--- src/rtl/fabric_cfg_pkg.sv ---
// Shared constants, command field positions and loader state encoding.
// No logic, no latency.
// Imported by every fabric configuration loader file.
package fabric_cfg_pkg;

  localparam logic [7:0] SYNC_BYTE = 8'hA5;
  localparam logic [6:0] BCAST_IDX = 7'h7F;
  localparam logic [7:0] CRC_POLY  = 8'h07;

  // CMD byte layout: bit 7 selects readback, bits 6:0 select the cluster
  localparam int CMD_OP_BIT  = 7;
  localparam int CMD_IDX_MSB = 6;
  localparam int CMD_IDX_LSB = 0;

  typedef enum logic [2:0] {
    ST_IDLE,
    ST_CMD,
    ST_LOAD,
    ST_SHIFT,
    ST_CHK,
    ST_RB_SHIFT,
    ST_RB_OUT,
    ST_ERR
  } cfg_state_t;

endpackage

--- src/rtl/fabric_cfg_loader_if.sv ---
// Byte-stream, chain and readback signals of the configuration loader.
// No latency (wires only).
// cfg_valid/cfg_ready and rb_valid/rb_ready carry the two handshakes.
interface fabric_cfg_if #(
  parameter int CLUSTERS = 4
) ();
  logic                cfg_valid;
  logic [7:0]          cfg_data;
  logic                cfg_ready;
  logic [CLUSTERS-1:0] chain_en;
  logic                chain_out;
  logic [CLUSTERS-1:0] chain_in;
  logic                rb_valid;
  logic [7:0]          rb_data;
  logic                rb_ready;
  logic                fabric_rst_n;
  logic                done;
  logic                err;

  // loader side
  modport slave (
    input  cfg_valid, cfg_data, chain_in, rb_ready,
    output cfg_ready, chain_en, chain_out, rb_valid, rb_data,
           fabric_rst_n, done, err
  );

  // byte source / chain / readback consumer side
  modport master (
    output cfg_valid, cfg_data, chain_in, rb_ready,
    input  cfg_ready, chain_en, chain_out, rb_valid, rb_data,
           fabric_rst_n, done, err
  );
endinterface

--- src/rtl/cfg_crc8.sv ---
// Byte-wide CRC-8 (poly 0x07, MSB-first) next-state function.
// Combinational, zero latency.
// No handshake; caller decides when to register the result.
module cfg_crc8
  import fabric_cfg_pkg::*;
(
  input  logic [7:0] i_crc,
  input  logic [7:0] i_data,
  output logic [7:0] o_crc
);
  logic [7:0] w_c;

  // fold the data byte in one bit at a time, MSB first
  always_comb begin
    w_c = i_crc;
    for (int i = 7; i >= 0; i--) begin
      w_c = (w_c[7] ^ i_data[i]) ? ((w_c << 1) ^ CRC_POLY) : (w_c << 1);
    end
  end

  assign o_crc = w_c;
endmodule

--- src/rtl/fabric_cfg_loader.sv ---
// Framed byte-stream loader for CLUSTERS config chains with CRC and readback.
// Each write byte costs 1 accept + 8 shift cycles; readback byte ready 8 cycles after request.
// cfg_ready drops while shifting; readback holds rb_valid/rb_data until rb_ready.
module fabric_cfg_loader
  import fabric_cfg_pkg::*;
#(
  parameter int CLUSTERS   = 4,
  parameter int CHAIN_BITS = 256
) (
  input  logic          i_clk,
  input  logic          i_rst_n,
  fabric_cfg_if.slave   io_bus
);
  localparam int NBYTES = CHAIN_BITS / 8;
  localparam int BYTE_W = (NBYTES > 1) ? $clog2(NBYTES) : 1;
  localparam int IDX_W  = (CLUSTERS > 1) ? $clog2(CLUSTERS) : 1;
  localparam logic [BYTE_W-1:0] LAST_BYTE = BYTE_W'(NBYTES - 1);

  cfg_state_t          r_state, w_next;
  logic                r_live;
  logic [IDX_W-1:0]    r_sel;
  logic                r_bcast;
  logic [7:0]          r_crc;
  logic [7:0]          r_shift;
  logic [2:0]          r_bit;
  logic [BYTE_W-1:0]   r_byte;
  logic [7:0]          r_rb;
  logic [CLUSTERS-1:0] r_configured;
  logic                r_done, r_frst_n, r_err;

  logic                w_ready, w_accept, w_chain_out, w_rb_valid, w_cmd_rd, w_idx_bad;
  logic [CLUSTERS-1:0] w_mask, w_chain_en;
  logic [6:0]          w_cmd_idx;
  logic [7:0]          w_crc_in, w_crc_out;

  assign w_cmd_idx = io_bus.cfg_data[CMD_IDX_MSB:CMD_IDX_LSB];
  assign w_cmd_rd  = io_bus.cfg_data[CMD_OP_BIT];
  assign w_idx_bad = (w_cmd_idx != BCAST_IDX) && (32'(w_cmd_idx) >= 32'(CLUSTERS));
  assign w_accept  = io_bus.cfg_valid & w_ready;
  // the CMD byte is the first byte covered by the CRC, so it starts from zero
  assign w_crc_in  = (r_state == ST_CMD) ? 8'h00 : r_crc;

  cfg_crc8 u_crc (
    .i_crc  (w_crc_in),
    .i_data (io_bus.cfg_data),
    .o_crc  (w_crc_out)
  );

  // chains addressed by the current frame: one-hot or all for broadcast
  always_comb begin
    w_mask = '0;
    for (int i = 0; i < CLUSTERS; i++) begin
      w_mask[i] = r_bcast | (r_sel == IDX_W'(i));
    end
  end

  // state register
  always_ff @(posedge i_clk) begin
    if (!i_rst_n) r_state <= ST_IDLE;
    else          r_state <= w_next;
  end

  // next-state and handshake/chain outputs
  always_comb begin
    w_next      = r_state;
    w_ready     = 1'b0;
    w_chain_en  = '0;
    w_chain_out = 1'b0;
    w_rb_valid  = 1'b0;
    case (r_state)
      ST_IDLE: begin
        w_ready = r_live;
        if (r_live && io_bus.cfg_valid && io_bus.cfg_data == SYNC_BYTE) w_next = ST_CMD;
      end
      ST_CMD: begin
        w_ready = 1'b1;
        if (io_bus.cfg_valid) begin
          if (w_idx_bad || (w_cmd_rd && w_cmd_idx == BCAST_IDX)) w_next = ST_ERR;
          else if (w_cmd_rd)                                      w_next = ST_RB_SHIFT;
          else                                                    w_next = ST_LOAD;
        end
      end
      ST_LOAD: begin
        w_ready = 1'b1;
        if (io_bus.cfg_valid) w_next = ST_SHIFT;
      end
      ST_SHIFT: begin
        w_chain_en  = w_mask;
        w_chain_out = r_shift[0];
        if (r_bit == 3'd7) w_next = (r_byte == LAST_BYTE) ? ST_CHK : ST_LOAD;
      end
      ST_CHK: begin
        w_ready = 1'b1;
        if (io_bus.cfg_valid) w_next = ST_IDLE;
      end
      ST_RB_SHIFT: begin
        // recirculate the tail so the chain ends where it started
        w_chain_en  = w_mask;
        w_chain_out = io_bus.chain_in[r_sel];
        if (r_bit == 3'd7) w_next = ST_RB_OUT;
      end
      ST_RB_OUT: begin
        w_rb_valid = 1'b1;
        if (io_bus.rb_ready) w_next = (r_byte == LAST_BYTE) ? ST_IDLE : ST_RB_SHIFT;
      end
      ST_ERR:  w_next = ST_IDLE;
      default: w_next = ST_IDLE;
    endcase
  end

  // frame datapath: counters, CRC, shift registers, status flags
  always_ff @(posedge i_clk) begin
    if (!i_rst_n) begin
      r_live       <= 1'b0;
      r_sel        <= '0;
      r_bcast      <= 1'b0;
      r_crc        <= '0;
      r_shift      <= '0;
      r_bit        <= '0;
      r_byte       <= '0;
      r_rb         <= '0;
      r_configured <= '0;
      r_done       <= 1'b0;
      r_frst_n     <= 1'b0;
      r_err        <= 1'b0;
    end else begin
      r_live <= 1'b1;
      case (r_state)
        ST_IDLE: if (w_accept && io_bus.cfg_data == SYNC_BYTE) r_err <= 1'b0;
        ST_CMD: if (w_accept) begin
          r_sel   <= w_cmd_idx[IDX_W-1:0];
          r_bcast <= (w_cmd_idx == BCAST_IDX);
          r_crc   <= w_crc_out;
          r_bit   <= '0;
          r_byte  <= '0;
        end
        ST_LOAD: if (w_accept) begin
          r_crc   <= w_crc_out;
          r_shift <= io_bus.cfg_data;
          r_bit   <= '0;
        end
        ST_SHIFT: begin
          r_shift <= r_shift >> 1;
          r_bit   <= r_bit + 3'd1;
          if (r_bit == 3'd7) r_byte <= r_byte + BYTE_W'(1);
        end
        ST_CHK: if (w_accept) begin
          if (io_bus.cfg_data == r_crc) begin
            r_configured <= r_configured | w_mask;
          end else begin
            r_configured <= r_configured & ~w_mask;
            r_err        <= 1'b1;
          end
        end
        ST_RB_SHIFT: begin
          // first captured tail bit ends up in bit 0 after eight shifts
          r_rb  <= {io_bus.chain_in[r_sel], r_rb[7:1]};
          r_bit <= r_bit + 3'd1;
        end
        ST_RB_OUT: if (io_bus.rb_ready) r_byte <= r_byte + BYTE_W'(1);
        ST_ERR:    r_err <= 1'b1;
        default: ;
      endcase
      r_done   <= &r_configured;
      r_frst_n <= (&r_configured) && (r_state == ST_IDLE);
    end
  end

  assign io_bus.cfg_ready    = w_ready;
  assign io_bus.chain_en     = w_chain_en;
  assign io_bus.chain_out    = w_chain_out;
  assign io_bus.rb_valid     = w_rb_valid;
  assign io_bus.rb_data      = r_rb;
  assign io_bus.fabric_rst_n = r_frst_n;
  assign io_bus.done         = r_done;
  assign io_bus.err          = r_err;
endmodule

--- src/flat_wrapper.sv ---
// flat-port wrapper written by rule: the top's interface ports become plain ports
module fabric_cfg_loader_flat import fabric_cfg_pkg::*;
#(
  parameter int CLUSTERS   = 4,
  parameter int CHAIN_BITS = 256
)
  (i_clk, i_rst_n, io_bus_cfg_valid, io_bus_cfg_data, io_bus_chain_in, io_bus_rb_ready, io_bus_cfg_ready, io_bus_chain_en, io_bus_chain_out, io_bus_rb_valid, io_bus_rb_data, io_bus_fabric_rst_n, io_bus_done, io_bus_err);
  fabric_cfg_if #(.CLUSTERS(CLUSTERS)) io_bus_i ();
  input  logic i_clk;
  input  logic i_rst_n;
  input wire logic [$bits(io_bus_i.cfg_valid)-1:0] io_bus_cfg_valid;
  input wire logic [$bits(io_bus_i.cfg_data)-1:0] io_bus_cfg_data;
  input wire logic [$bits(io_bus_i.chain_in)-1:0] io_bus_chain_in;
  input wire logic [$bits(io_bus_i.rb_ready)-1:0] io_bus_rb_ready;
  output wire logic [$bits(io_bus_i.cfg_ready)-1:0] io_bus_cfg_ready;
  output wire logic [$bits(io_bus_i.chain_en)-1:0] io_bus_chain_en;
  output wire logic [$bits(io_bus_i.chain_out)-1:0] io_bus_chain_out;
  output wire logic [$bits(io_bus_i.rb_valid)-1:0] io_bus_rb_valid;
  output wire logic [$bits(io_bus_i.rb_data)-1:0] io_bus_rb_data;
  output wire logic [$bits(io_bus_i.fabric_rst_n)-1:0] io_bus_fabric_rst_n;
  output wire logic [$bits(io_bus_i.done)-1:0] io_bus_done;
  output wire logic [$bits(io_bus_i.err)-1:0] io_bus_err;
  assign io_bus_i.cfg_valid = io_bus_cfg_valid;
  assign io_bus_i.cfg_data = io_bus_cfg_data;
  assign io_bus_i.chain_in = io_bus_chain_in;
  assign io_bus_i.rb_ready = io_bus_rb_ready;
  assign io_bus_cfg_ready = io_bus_i.cfg_ready;
  assign io_bus_chain_en = io_bus_i.chain_en;
  assign io_bus_chain_out = io_bus_i.chain_out;
  assign io_bus_rb_valid = io_bus_i.rb_valid;
  assign io_bus_rb_data = io_bus_i.rb_data;
  assign io_bus_fabric_rst_n = io_bus_i.fabric_rst_n;
  assign io_bus_done = io_bus_i.done;
  assign io_bus_err = io_bus_i.err;
  fabric_cfg_loader #(.CLUSTERS(CLUSTERS), .CHAIN_BITS(CHAIN_BITS)) u_core (.i_clk(i_clk), .i_rst_n(i_rst_n), .io_bus(io_bus_i));
endmodule
--- config.mk ---
export PLATFORM = sky130hd
export DESIGN_NAME = fabric_cfg_loader_flat
export DESIGN_NICKNAME = d
export VERILOG_FILES = /design/src/rtl/fabric_cfg_pkg.sv /design/src/rtl/fabric_cfg_loader_if.sv /design/src/rtl/cfg_crc8.sv /design/src/rtl/fabric_cfg_loader.sv /design/src/flat_wrapper.sv
export SDC_FILE = /design/constraint.sdc
export NUM_CORES = 1
export LEC_CHECK = 0
export BUFFER_PORTS_ARGS = -buffer_cell sky130_fd_sc_hd__clkbuf_2
export CORE_AREA = 2 2 67 75
export CTS_CLUSTER_SIZE = 14
export DETAILED_ROUTE_END_ITERATION = 8
export DIE_AREA = 0 0 69 77
export PLACE_DENSITY = 0.81
export SYNTH_ARGS = -nofsm -noshare
export SYNTH_HDL_FRONTEND = slang
export SYNTH_SLANG_ARGS = --single-unit
--- constraint.sdc ---
create_clock -name i_clk -period 2.95 [get_ports i_clk]
set_input_delay 0.1475 -clock i_clk [delete_from_list [all_inputs] [get_ports i_clk]]
set_output_delay 0.1475 -clock i_clk [all_outputs]
set_load 0.01 [all_outputs]
* Word level (Yosys, flattened, before mapping)
Cells that the tools add are included.
Word-level totals: register bits after elaboration 46, bits of input ports 16, output and inout bits 18, logic and storage cells 136
Operators by class: add/sub/neg operators 2, order comparisons 2, eq/ne operators 29, muxes and demuxes 41, bitwise gates (word level) 24, reduce and logical (&&, ||, !) cells 25
Operators by type and width (count):
- $mux 3 | 20
- $not 3->3 | 8
- $pmux 3 s8 | 1
- $mux 8 | 2
- $ne 2x1->1 const B | 8
- $pmux 8 s2 | 1
- $eq 3x3->1 const B | 5
- $mux 5 | 3
- $pmux 5 s3 | 1
- $reduce_and 4->1 | 3
- $ne 2x2->1 const B | 5
- $reduce_and 2->1 | 5
- $eq 8x8->1 | 1
- $eq 8x8->1 const B | 1
- $mux 4 | 2
- $xor 1x1->1 | 8
- $eq 7x7->1 const B | 1
- $ge 7x3->1 const B | 1
- $ne 7x7->1 const B | 1
- $reduce_and 7->1 | 1
- $eq 3x2->1 const B | 2
- $logic_and 1x1->1 | 6
- $mux 1 | 6
- $pmux 3 s2 | 1
- other kinds (22) | 30

* Depth between registers and ports, before layout
Gate-level depths: netlist (run 1).
depth in word-level cells 18, depth in mapped cells 8, depth with buffers taken out 8

* By module
From an unflattened synthesis (run 1), not the netlist that was laid out.
Unflattened totals: cell total of the unflattened synthesis 297, area, all modules 2615.0 um2
Modules (own cells, without submodules):
- fabric_cfg_loader | times used 1, cells each 276, area an instance 2408.6 um2, sequential area each 920.9 um2
- cfg_crc8 | times used 1, cells each 21, area an instance 206.4 um2, sequential area each 0.0 um2

* Worst setup path before layout (run 1)
No wires, ideal clock.
path type register to register, start register u_core.r_state[0], end register u_core.r_crc[2], setup time 127 ps, data arrival time 1830 ps, data required time 2823 ps, slack 993 ps, stages on the path, launching flop included 9, path buffers 2, period minus slack after synthesis 1957 ps, path through dfxtp_1 -> buf_4 -> or3b_1 -> buf_6 -> nand2_4 -> xnor2_2 -> xnor3_2 -> mux2i_1 -> o211ai_1
On the way: longest elaborated chain between the ends 8, elaborated cells on any way between the ends 24, classes of those cells eq/ne: 3; mux: 7; bitwise: 10; reduce/logical: 4
Ends and longest elaborated chain:
- start: declaration | RTL line fabric_cfg_loader.sv:19 | cfg_state_t r_state, w_next;
- start signal: assignment | RTL line fabric_cfg_loader.sv:60 | else r_state <= w_next;
- $eq 3x1->1 | RTL line fabric_cfg_loader.sv:41, fabric_cfg_loader.sv:70, fabric_cfg_loader.sv:128
- $mux 8 | RTL line fabric_cfg_loader.sv:41 | assign w_crc_in = (r_state == ST_CMD) ? 8'h00 : r_crc;
- $xor 1x1->1 / $not 3->3 (equally long branches)
- $mux 3 | RTL line cfg_crc8.sv:17 | w_c = (w_c[7] ^ i_data[i]) ? ((w_c << 1) ^ CRC_POLY) : (w_c << 1);
- $xor 1x1->1 / $not 3->3 (equally long branches)
- $mux 3 | RTL line cfg_crc8.sv:17
- $not 3->3 (no line) / $xor 1x1->1 (equally long branches)
- $mux 3 | RTL line cfg_crc8.sv:17
- end signal: assignment | RTL line fabric_cfg_loader.sv:133 | r_crc <= w_crc_out;
- end signal: assignment | RTL line fabric_cfg_loader.sv:138 | r_crc <= w_crc_out;
- end: declaration | RTL line fabric_cfg_loader.sv:23 | logic [7:0] r_crc;
Several ways; a longest one is shown, not always the timed one. A chain may end at the register's enable or synchronous reset.

* Worst setup path after layout (run 1)
Ends and elaborated chain as after synthesis.

==> impl_results.md, run 1 <==
- Wire length per cell: 14.9 um
- DRC: 0
- Core region area: 4550 um2
- Starting Density: 58.7%
- FF-to-FF Start: u_core.r_state[0]$_SDFFE_PN0P_
- Predominant post-synthesis flop cell: dfxtp_1
- Synthesis-stage register bit count: 46
- Via density: 5.84
- Remaining global-route overflow: 0
- Vias in the first global route: 2408
- Max IR drop VDD: 0.421 mV
- N_diodes: 0
- Slowest cell on the critical path: dfxtp_1
- Row count: 26
- Final slew viol count: 0
- CTS tree: built
- Port Buf Inserts: 33
- Max incr delay on CP: 0.68 ns
- Post-CTS Resized: 0
- M3 GR Usage: 4.60%
- Pwr Density: 774 nW/um2
- Type of origin of the critical path: register
- Die width: 69 um
- Met1 usage in global routing: 30.3%
- Syn Inst Count: 353
- Initial antenna violation count: 0
- Least-Margin Pin Slew: 0.624 ns
- # setup viols final: 0
- RSZ-0062 raised after global routing: false
- Fmax: 419 MHz
- Top-area cell type share of the netlist area: 34.5%
- Slew margin rel.: 58.3%
- Most Used Layer, Global Route: met2
- Synth Area per Inst: 7.57 um2
- Commonest cells after routing, fill and taps aside: nor2_1 (47), dfxtp_1 (46), nand2_1 (38)
- Mapped cell area: 2670 um2
- Multi-input logic area: 1580 um2
- Layout cell share with drive strength beyond 1: 14.6%
- Setup WS pre-CTS: 0.598 ns
- Vias: 2494
- Drt total wl: 6360 um
- Syn Nets: 373
- Register area: 921 um2
- Nets: 390
- Setup TNS: 0 ns
- Met2 Track Usage GR: 44.2%
- Clk Latency, worst-skew pair: 0.30 ns
- FF-to-FF setup slack: 0.56 ns
- First-pass GRT wire length: 10900 um
- Die area: 5310 um2
- Postcts setup bufs: 0
- Status: complete, no violations
- Total track usage: 25.0%
- Total Power: 2.30 mW
- Seq/Total Area, Yosys: 34.5%
- Htree depth: 2
- CP Launch Point: u_core.r_state[0]$_SDFFE_PN0P_
- Fin worst setup slack: 0.561 ns
- Max-Cap Viols: 0
- P_leak: 1.13 nW
- Unique cell type count in the Yosys netlist: 47
- CTS sink count: 46
- Worst path required time: 3.18 ns
- CTS root buf: clkbuf_8
- Hold-fix buffers, CTS: 0
- Synthesis-to-layout area growth: 11.0%
- Gpl congestion: 0.859
- TritonCTS buffer count: 5
- Crit path kind: register to register
- Worst-path clk slew: 0.09 ns
- # fillers: 403
- Leading area contributor after synthesis: dfxtp_1
- Crit path time final: 2.39 ns
- Clock Tree Buf Depth: 2
- Commonest non-fill, non-tap cell in the layout: nor2_1
- First-pass DRT Iterations: 4
- Worst Hold Class: primary input to register
- Yosys warns: 0
- CP cell instances: or3b_1, nand2_4, xnor2_2, xnor3_2, xnor2_1, o211ai_1
- Tcrit/Tclk final: 81.0%
- HP Start: i_rst_n
- CP arrival: 2.62 ns
- Fraction of registers with async set/reset: 0%
- Io pins: 34
- CP Max Fanout: 19
- Hold Fails Final Rpt: 0
- Initial drt markers: 148
- Crit-path leading delay family: XOR/XNOR gates
- Die Span Y: 77 um
- Worst clock skew: 0.00706 ns
- Final ANT Viol Nets: 0
- Synth area leaders: dfxtp_1 (34%), xnor2_1 (8.9%), nor2_1 (6.6%), a21oi_1 (6.2%), nand2_1 (5.3%)
- CP bufs+invs: 0
- CP Capture Type: register
- Pin count of the biggest net entering global routing: 41
- Number of synthesized flops with an enable pin: 0
- Post-DP HPWL: 4520 um
cell usage after synthesis (5+ instances only):
cell type,instances
a21oi_1,33
nand2_1,38
o22ai_1,7
o21ai_0,23
mux2i_1,5
dfxtp_1,46
xor2_1,6
clkbuf_1,21
nand3_1,22
a22oi_1,5
xnor2_1,27
buf_2,5
nor3_1,10
inv_1,11
nor2_1,47
kinds of logic after synthesis:
family	after synthesis	share of synthesized area (%)
AOI/OAI and AO/OA	81	17.7
xor gates and xnor gates	36	12.9
adders and majority gates	4	1.87
buffers and inverters	40	6.42
DFF	46	34.5
muxes	7	3.14
and+or+nand+nor	139	23.5
registers in the layout, indices dropped and copies added (netlist names), named ones only:
name,cells
u_core.io_bus.rb_data,8
u_core.r_state,3
u_core.r_crc,8
u_core.io_bus.err,1
u_core.r_byte,5
u_core.r_live,1
u_core.r_bit,3
u_core.io_bus.done,1
u_core.r_sel,2
u_core.r_shift,8
u_core.r_bcast,1
u_core.io_bus.fabric_rst_n,1
report_power, final:
part / switching (mW) / internal, mW / leakage (nW)
combinational: 0.490 / 0.399 / 0.684
sequential: 0.128 / 0.698 / 0.372
clock: 0.220 / 0.361 / 0.0714
total: 0.837 / 1.46 / 1.13
final timing paths:
kind,endpoint,depth (start not counted)
hold reg to reg,u_core.io_bus.done$_SDFF_PN0_,2
setup / recovery,u_core.r_crc[2]$_SDFFE_PN0P_,6
hold / removal,u_core.r_live$_DFF_P_,1
setup reg to reg,u_core.r_crc[2]$_SDFFE_PN0P_,6
final cells by class:
class / instances / area share [%]
clock buffers: 6 / 2.79
clock inverters: 2 / 2.03
inverters: 11 / 1.39
multi-input cells: 267 / 53.3
flip-flops and latches: 46 / 31.1
well taps: 56 / 2.36
repair buffers: 39 / 7.09
per-layer routing:
layer	share of wire [%]	vias to the layer above
li1	-	1239
met1	43	1171
met2	50	70
met3	4.5	14
met4	2.0	0
met5	0	-
through the flow:
step / std cells / hold WS (ns) / util [%] / cell area [um2]
detailed placement: 419 / 0.417 / 62.0 / 2820
finish: 427 / 0.101 / 65.1 / 2960
floorplan: 353 / 0.175 / - / 2670
global placement: 419 / 0.401 / 62.0 / 2820
CTS: 427 / 0.0983 / 65.1 / 2960
global route: 427 / 0.0852 / 65.1 / 2960
Power figures use the tool's default switching activity.
==> inputs of run 2 (changes only) <==
--- a/config.mk
+++ b/config.mk
@@ -5,12 +5,13 @@
 export SDC_FILE = /design/constraint.sdc
 export NUM_CORES = 1
 export LEC_CHECK = 0
+export ABC_AREA = 1
 export BUFFER_PORTS_ARGS = -buffer_cell sky130_fd_sc_hd__clkbuf_2
-export CORE_AREA = 2 2 67 75
+export CORE_AREA = 2 2 68 76
 export CTS_CLUSTER_SIZE = 14
 export DETAILED_ROUTE_END_ITERATION = 8
-export DIE_AREA = 0 0 69 77
-export PLACE_DENSITY = 0.81
+export DIE_AREA = 0 0 70 78
+export PLACE_DENSITY = 0.77
 export SYNTH_ARGS = -nofsm -noshare
 export SYNTH_HDL_FRONTEND = slang
 export SYNTH_SLANG_ARGS = --single-unit
==> constraint.sdc (replaced) <==
create_clock -name i_clk -period 2.45 [get_ports i_clk]
set_input_delay 0.1225 -clock i_clk [delete_from_list [all_inputs] [get_ports i_clk]]
set_output_delay 0.1225 -clock i_clk [all_outputs]
set_load 0.01 [all_outputs]
==> impl_results.md, run 2 <==
- Total track usage: 22.9% (-2.1 points)
- Hold Worst Slack: 0.124 ns (+0.0233 ns)
- DRC: 0 (unchanged)
- Mapped cell area: 2620 um2 (-2.0%)
- Nets: 459 (+18%)
- Die width: 70 um (+1.4%)
- HP Start: io_bus_cfg_data[7]
- Status: complete, no violations
- Final ANT Viol Nets: 0 (unchanged)
- Synth Area per Inst: 6.45 um2 (-15%)
- Placed Instances: 488 (+16%)
- Worst r2r path cells: 9 (+3)
- Layout Cells excl Fill: 496 (+16%)
- Most common cell in the synthesized netlist: nand2_1
- Yosys warns: 0 (unchanged)
- CTS root buf: clkbuf_8
- Total Power: 1.99 mW (-13%)
- Syn Inst Count: 406 (+15%)
- Max-Cap Viols: 0 (unchanged)
- CTS sink count: 46 (unchanged)
- Worst path required time: 2.65 ns (-0.53 ns)
- Layout cell share with drive strength beyond 1: 15.0% (+0.44 points)
- Pin count of the biggest net entering global routing: 19 (-54%)
- Remaining global-route overflow: 0 (unchanged)
- CP Max Fanout: 14 (-5)
- Worst Hold Class: primary input to register
- N_diodes: 0 (unchanged)
- Tcrit/Tclk final: 87.8% (+6.8 points)
- # setup viols final: 0 (unchanged)
- Worst clock skew: 0.00748 ns (+0.000426 ns)
- Fraction of registers with async set/reset: 0% (unchanged)
- Commonest cells after routing, fill and taps aside: nand2_1 (108), inv_1 (49), a21oi_1 (47)
- FF-to-FF setup slack: 0.30 ns (-0.26 ns)
- Vias in the first global route: 2247 (-6.7%)
- Predominant post-synthesis flop cell: dfxtp_1
- Number of synthesized flops with an enable pin: 0 (unchanged)
- Synth area leaders: dfxtp_1 (35%), nand2_1 (16%), a21oi_1 (9.0%), nand3_1 (7.1%), inv_1 (7.0%)
- Unique cell type count in the Yosys netlist: 32 (-32%)
- Top-area cell type share of the netlist area: 35.2% (+0.71 points)
- Core region area: 4620 um2 (+1.4%)
- Pwr Density: 682 nW/um2 (-12%)
- Hold Path Sink: u_core.r_shift[7]$_SDFFE_PN0P_
- Hold Path Cell Cnt: 3 (+2)
- Wire length per cell: 12.0 um (-20%)
- Post-DP HPWL: 4540 um (+0.50%)
- Leading area contributor after synthesis: dfxtp_1
- Starting Density: 56.7% (-2.0 points)
- Syn Nets: 426 (+14%)
- Die Span Y: 78 um (+1.3%)
- Reg-to-reg endpoint: u_core.r_crc[2]$_SDFFE_PN0P_
- Clk Latency, worst-skew pair: 0.30 ns (about the same)
- Die area: 5460 um2 (+2.8%)
- CP arrival: 2.36 ns (-0.26 ns)
- Least-Margin Pin Slew: 0.524 ns (-0.101 ns)
- Final slew viol count: 0 (unchanged)
- Synthesis-stage register bit count: 46 (unchanged)
- Fmax: 465 MHz (+11%)
- RSZ-0062 raised after global routing: false
- Row count: 26 (unchanged)
- Slew margin rel.: 65.0% (+6.7 points)
- Gpl congestion: 0.897 (+4.4%)
- Initial antenna violation count: 0 (unchanged)
- Setup TNS: 0 ns (unchanged)
- CP Capture Type: register
- Initial drt markers: 170 (+15%)
- Postcts setup bufs: 0 (unchanged)
- Drt total wl: 5950 um (-6.6%)
- First-pass DRT Iterations: 4 (unchanged)
- TritonCTS buffer count: 5 (unchanged)
- Worst-path clk slew: 0.09 ns (about the same)
- P_leak: 1.35 nW (+19%)
- Seq/Total Area, Yosys: 35.2% (+0.71 points)
- Vias: 2595 (+4.0%)
- Htree depth: 2 (unchanged)
- Via density: 5.23 (-10%)
- Synth top cells by count: nand2_1 (109), inv_1 (49), a21oi_1 (47), dfxtp_1 (46), nand3_1 (37)
- Port Buf Inserts: 33 (unchanged)
- Clock Tree Buf Depth: 2 (unchanged)
- Max IR drop VDD: 0.361 mV (-14%)
- FF-to-FF Start: u_core.r_state[2]$_SDFFE_PN0P_
- Io pins: 34 (unchanged)
- First-pass GRT wire length: 10200 um (-6.4%)
- CTS tree: built
- Type of origin of the critical path: register
- Hold Fails Final Rpt: 0 (unchanged)
- Crit path kind: register to register
- Commonest non-fill, non-tap cell in the layout: nand2_1
- Hold-fix buffers, CTS: 0 (unchanged)
- Synthesis-to-layout area growth: 11.3%
- Crit path time final: 2.15 ns (-0.239 ns)
## run 2: changes by cell type after synthesis, moves of 7 or more
cell and change:
xnor2_1 -24, inv_1 +38, o22ai_1 -7, nor2_1 -11
nand3_1 +15, inv_2 +9, nor3_1 -7, clkbuf_1 -15
a21oi_1 +14, nand2_1 +71
## run 2: cell type report
class                      instances  area [um2]
sequential                        46         921
inverter                          58         218
timing repair buffer              34         173
clock buffer                       5        68.8
clock inverter                     3        23.8
tap                               56        70.1
multi-input combinational        294        1440
fill                             451        1710
## run 2: how the worst max path moves through the flow
stage,start,endpoint,slack [ns],cells past startpoint
3_3_place_gp,u_core.r_state[2]$_SDFFE_PN0P_,u_core.r_crc[2]$_SDFFE_PN0P_,0.46,9
5_1_grt,u_core.r_state[2]$_SDFFE_PN0P_,u_core.r_crc[2]$_SDFFE_PN0P_,0.09,9
3_5_place_dp,u_core.r_state[2]$_SDFFE_PN0P_,u_core.r_crc[2]$_SDFFE_PN0P_,0.34,9
6_report,u_core.r_state[2]$_SDFFE_PN0P_,u_core.r_crc[2]$_SDFFE_PN0P_,0.30,9
2_1_floorplan,u_core.r_state[0]$_SDFFE_PN0P_,u_core.r_crc[2]$_SDFFE_PN0P_,0.86,11
4_1_cts,u_core.r_state[0]$_SDFFE_PN0P_,io_bus_chain_en[3],0.21,7
## run 2: through the flow
step	setup slack [ns]	utilization, %	area (um2)
after global routing	0.0922	63.1	2910
after global placement	0.459	61.0	2820
after CTS	0.208	63.0	2910
after detailed placement	0.339	61.0	2820
final	0.299	63.1	2910
after floorplan	0.855	-	2620
## run 2: kinds of logic after synthesis
group	Yosys count	synth area share (%)
simple gates	198	32.7
compound gates	88	18.9
buf+inv	66	9.89
flops	46	35.2
xor+xnor	4	1.34
fa+ha+maj	4	1.91
## run 2: critical path, cell delays in order (launching register included)
cell	delay, ns
dfxtp_1	0.64
inv_2	0.17
nor2_1	0.30
nor2_4	0.06
nand2_2	0.09
nand2_2	0.10
a21oi_2	0.38
nand3_1	0.13
nor2_1	0.13
nor2_1	0.05
## run 2: what timing repair did
item,in CTS,in global routing
endpoints found under the hold margin,0,0
resized for setup,0,1
setup endpoints to repair,0,1
## run 2: power by group
part	leakage (nW)	switching, mW	internal [mW]
sequential	0.371	0.0435	0.781
clock	0.0408	0.272	0.204
combinational	0.935	0.470	0.215
total	1.35	0.786	1.20
## run 2: per-layer routing
| layer | wire length [um] | up-vias | GRT usage [%] | share of wire (%) |
|---|---|---|---|---|
| li1 | - | 1384 | - | - |
| met4 | 108 | 0 | 8.08 | 1.8 |
| met5 | 0 | - | 0 | 0 |
| met3 | 230 | 12 | 2.99 | 3.9 |
| met2 | 2800 | 66 | 38.8 | 47 |
| met1 | 2810 | 1133 | 29.9 | 47 |
==> inputs of run 3 (changes only) <==
--- a/config.mk
+++ b/config.mk
@@ -12,6 +12,7 @@
 export DETAILED_ROUTE_END_ITERATION = 8
 export DIE_AREA = 0 0 70 78
 export PLACE_DENSITY = 0.77
+export REMOVE_ABC_BUFFERS = 1
 export SYNTH_ARGS = -nofsm -noshare
 export SYNTH_HDL_FRONTEND = slang
 export SYNTH_SLANG_ARGS = --single-unit
==> impl_results.md, run 3 (same netlist as run 2, synthesis figures left out) <==
- Status: complete, no violations
- CP dominant cell by count: nor2_1
- Core region area: 4620 um2 (unchanged)
- Slowest cell on the critical path: a21oi_2
- First-pass DRT Iterations: 4 (unchanged)
- CTS tree: built
- Final ANT Viol Nets: 0 (unchanged)
- Io pins: 34 (unchanged)
- Gpl congestion: 0.946 (+5.4%)
- Slew margin rel.: 61.8% (-3.3 points)
- Clk Latency, worst-skew pair: 0.30 ns (about the same)
- Remaining global-route overflow: 0 (unchanged)
- Row count: 26 (unchanged)
- Die Span Y: 78 um (unchanged)
- Crit path time final: 1.94 ns (-0.209 ns)
- Postcts setup bufs: 0 (unchanged)
- Clock Tree Buf Depth: 2 (unchanged)
- Port Buf Inserts: 33 (unchanged)
- Setup TNS: 0 ns (unchanged)
- Htree depth: 2 (unchanged)
- Layout cell share with drive strength beyond 1: 15.3% (+0.35 points)
- Nets: 462 (+0.65%)
- Drt total wl: 6240 um (+5.0%)
- Via density: 5.40 (+3.2%)
- Vias: 2695 (+3.9%)
- Max IR drop VDD: 0.447 mV (+24%)
- CTS sink count: 46 (unchanged)
- Worst-path clk slew: 0.09 ns (about the same)
- CTS root buf: clkbuf_8
- CP arrival: 2.15 ns (-0.21 ns)
- Worst Hold Class: primary input to register
- Max-Cap Viols: 0 (unchanged)
- Initial antenna violation count: 0 (unchanged)
- Starting Density: 56.7% (unchanged)
- Worst clock skew: 0.00988 ns (+0.00240 ns)
- Max incr delay on CP: 0.45 ns (-0.19 ns)
- Hold Fails Final Rpt: 0 (unchanged)
- Fin worst setup slack: 0.508 ns (+0.209 ns)
- CP Capture Type: register
- Initial drt markers: 138 (-19%)
- Fmax: 515 MHz (+11%)
- Final slew viol count: 0 (unchanged)
- CP cell instances: inv_2, nand2_1, nor2_1, nor2_4, nand2_2, nand2_2, a21oi_2, nand3_1, nor2_1, nor2_1
- CP bufs+invs: 1 (unchanged)
- N_diodes: 0 (unchanged)
- Commonest cells after routing, fill and taps aside: nand2_1 (109), inv_1 (49), a21oi_1 (47)
- CP Launch Point: u_core.r_state[1]$_SDFFE_PN0P_
- RSZ-0062 raised after global routing: false
- DRC: 0 (unchanged)
- Least-Margin Pin Slew: 0.574 ns (+0.0499 ns)
- HP Start: io_bus_cfg_data[7]
- P_leak: 1.36 nW (+1.2%)
- FF-to-FF Start: u_core.r_state[1]$_SDFFE_PN0P_
- Synthesis-to-layout area growth: 12.0%
- Post-DP HPWL: 4810 um (+5.9%)
- Pin count of the biggest net entering global routing: 19 (unchanged)
- Total track usage: 23.7% (+0.81 points)
- Wire length per cell: 12.5 um (+4.3%)
- Pwr Density: 682 nW/um2 (about the same)
- Post-CTS Resized: 0 (unchanged)
- # setup viols final: 0 (unchanged)
- Die width: 70 um (unchanged)
- Crit-path leading delay family: simple AND/OR/NAND/NOR gates
- Hold-fix buffers, CTS: 0 (unchanged)
- Commonest non-fill, non-tap cell in the layout: nand2_1
- CP Max Fanout: 11 (-3)
- Type of origin of the critical path: register
- Worst path required time: 2.66 ns (about the same)
- First-pass GRT wire length: 10600 um (+3.9%)
- Vias in the first global route: 2443 (+8.7%)
- Tcrit/Tclk final: 79.2% (-8.5 points)
- TritonCTS buffer count: 5 (unchanged)
- Hold Worst Slack: 0.105 ns (-0.0193 ns)
- Crit path kind: register to register
- Die area: 5460 um2 (unchanged)
- Setup WS pre-CTS: 0.557 ns (+0.218 ns)
==> run 3: changes by cell type in the layout (fill, tap and decap cells not counted) <==
cell	before	now
buf_4	1	4
clkinv_2	0	1
clkinv_4	0	1
clkinvlp_4	2	1
inv_6	1	0
nand2_1	108	109
nand2_2	4	3
==> run 3: layer usage <==
| metal | GRT usage, % | routed length [um] |
|---|---|---|
| met5 | 0 | 0 |
| met4 | 9.81 | 116 |
| met3 | 4.03 | 281 |
| met2 | 41.1 | 2970 |
| met1 | 28.9 | 2870 |
==> run 3: where the power goes <==
group	internal (mW)	switching [mW]
registers	0.781	0.0415
logic	0.216	0.484
clock network	0.201	0.276
==> run 3: layout make-up <==
class	instances	area (um2)
timing repair buffer	37	195
inverter	58	218
tap	56	70.1
clock buffer	5	68.8
clock inverter	3	21.3
multi-input combinational	294	1440
fill	466	1690
sequential	46	921
==> run 3: worst reg2reg max path: stages, from the launching register on <==
cell and delay, ns:
dfxtp_1 0.39, inv_2 0.13, nand2_1 0.08, nor2_1 0.24, nor2_4 0.07, nand2_2 0.07
nand2_2 0.09, a21oi_2 0.45, nand3_1 0.15, nor2_1 0.13, nor2_1 0.05
==> run 3: path summary, 6_finish.rpt <==
check,to,slack (ns),depth (start not counted)
worst max-delay path,u_core.r_crc[2]$_SDFFE_PN0P_,0.51,10
worst min register to register,u_core.r_shift[2]$_SDFFE_PN0P_,0.46,2
worst max register to register,u_core.r_crc[2]$_SDFFE_PN0P_,0.51,10
worst min-delay path,u_core.r_shift[7]$_SDFFE_PN0P_,0.10,3
==> run 3: stage by stage <==
step                      cells  util, %  power, mW  cell area (um2)
after floorplan             398        -       1.36             2580
after global routing        499     63.5       2.15             2930
after global placement      491     61.5       1.52             2840
final                       499     63.5       2.00             2930
after CTS                   499     63.5       2.00             2930
after detailed placement    491     61.5       1.53             2840
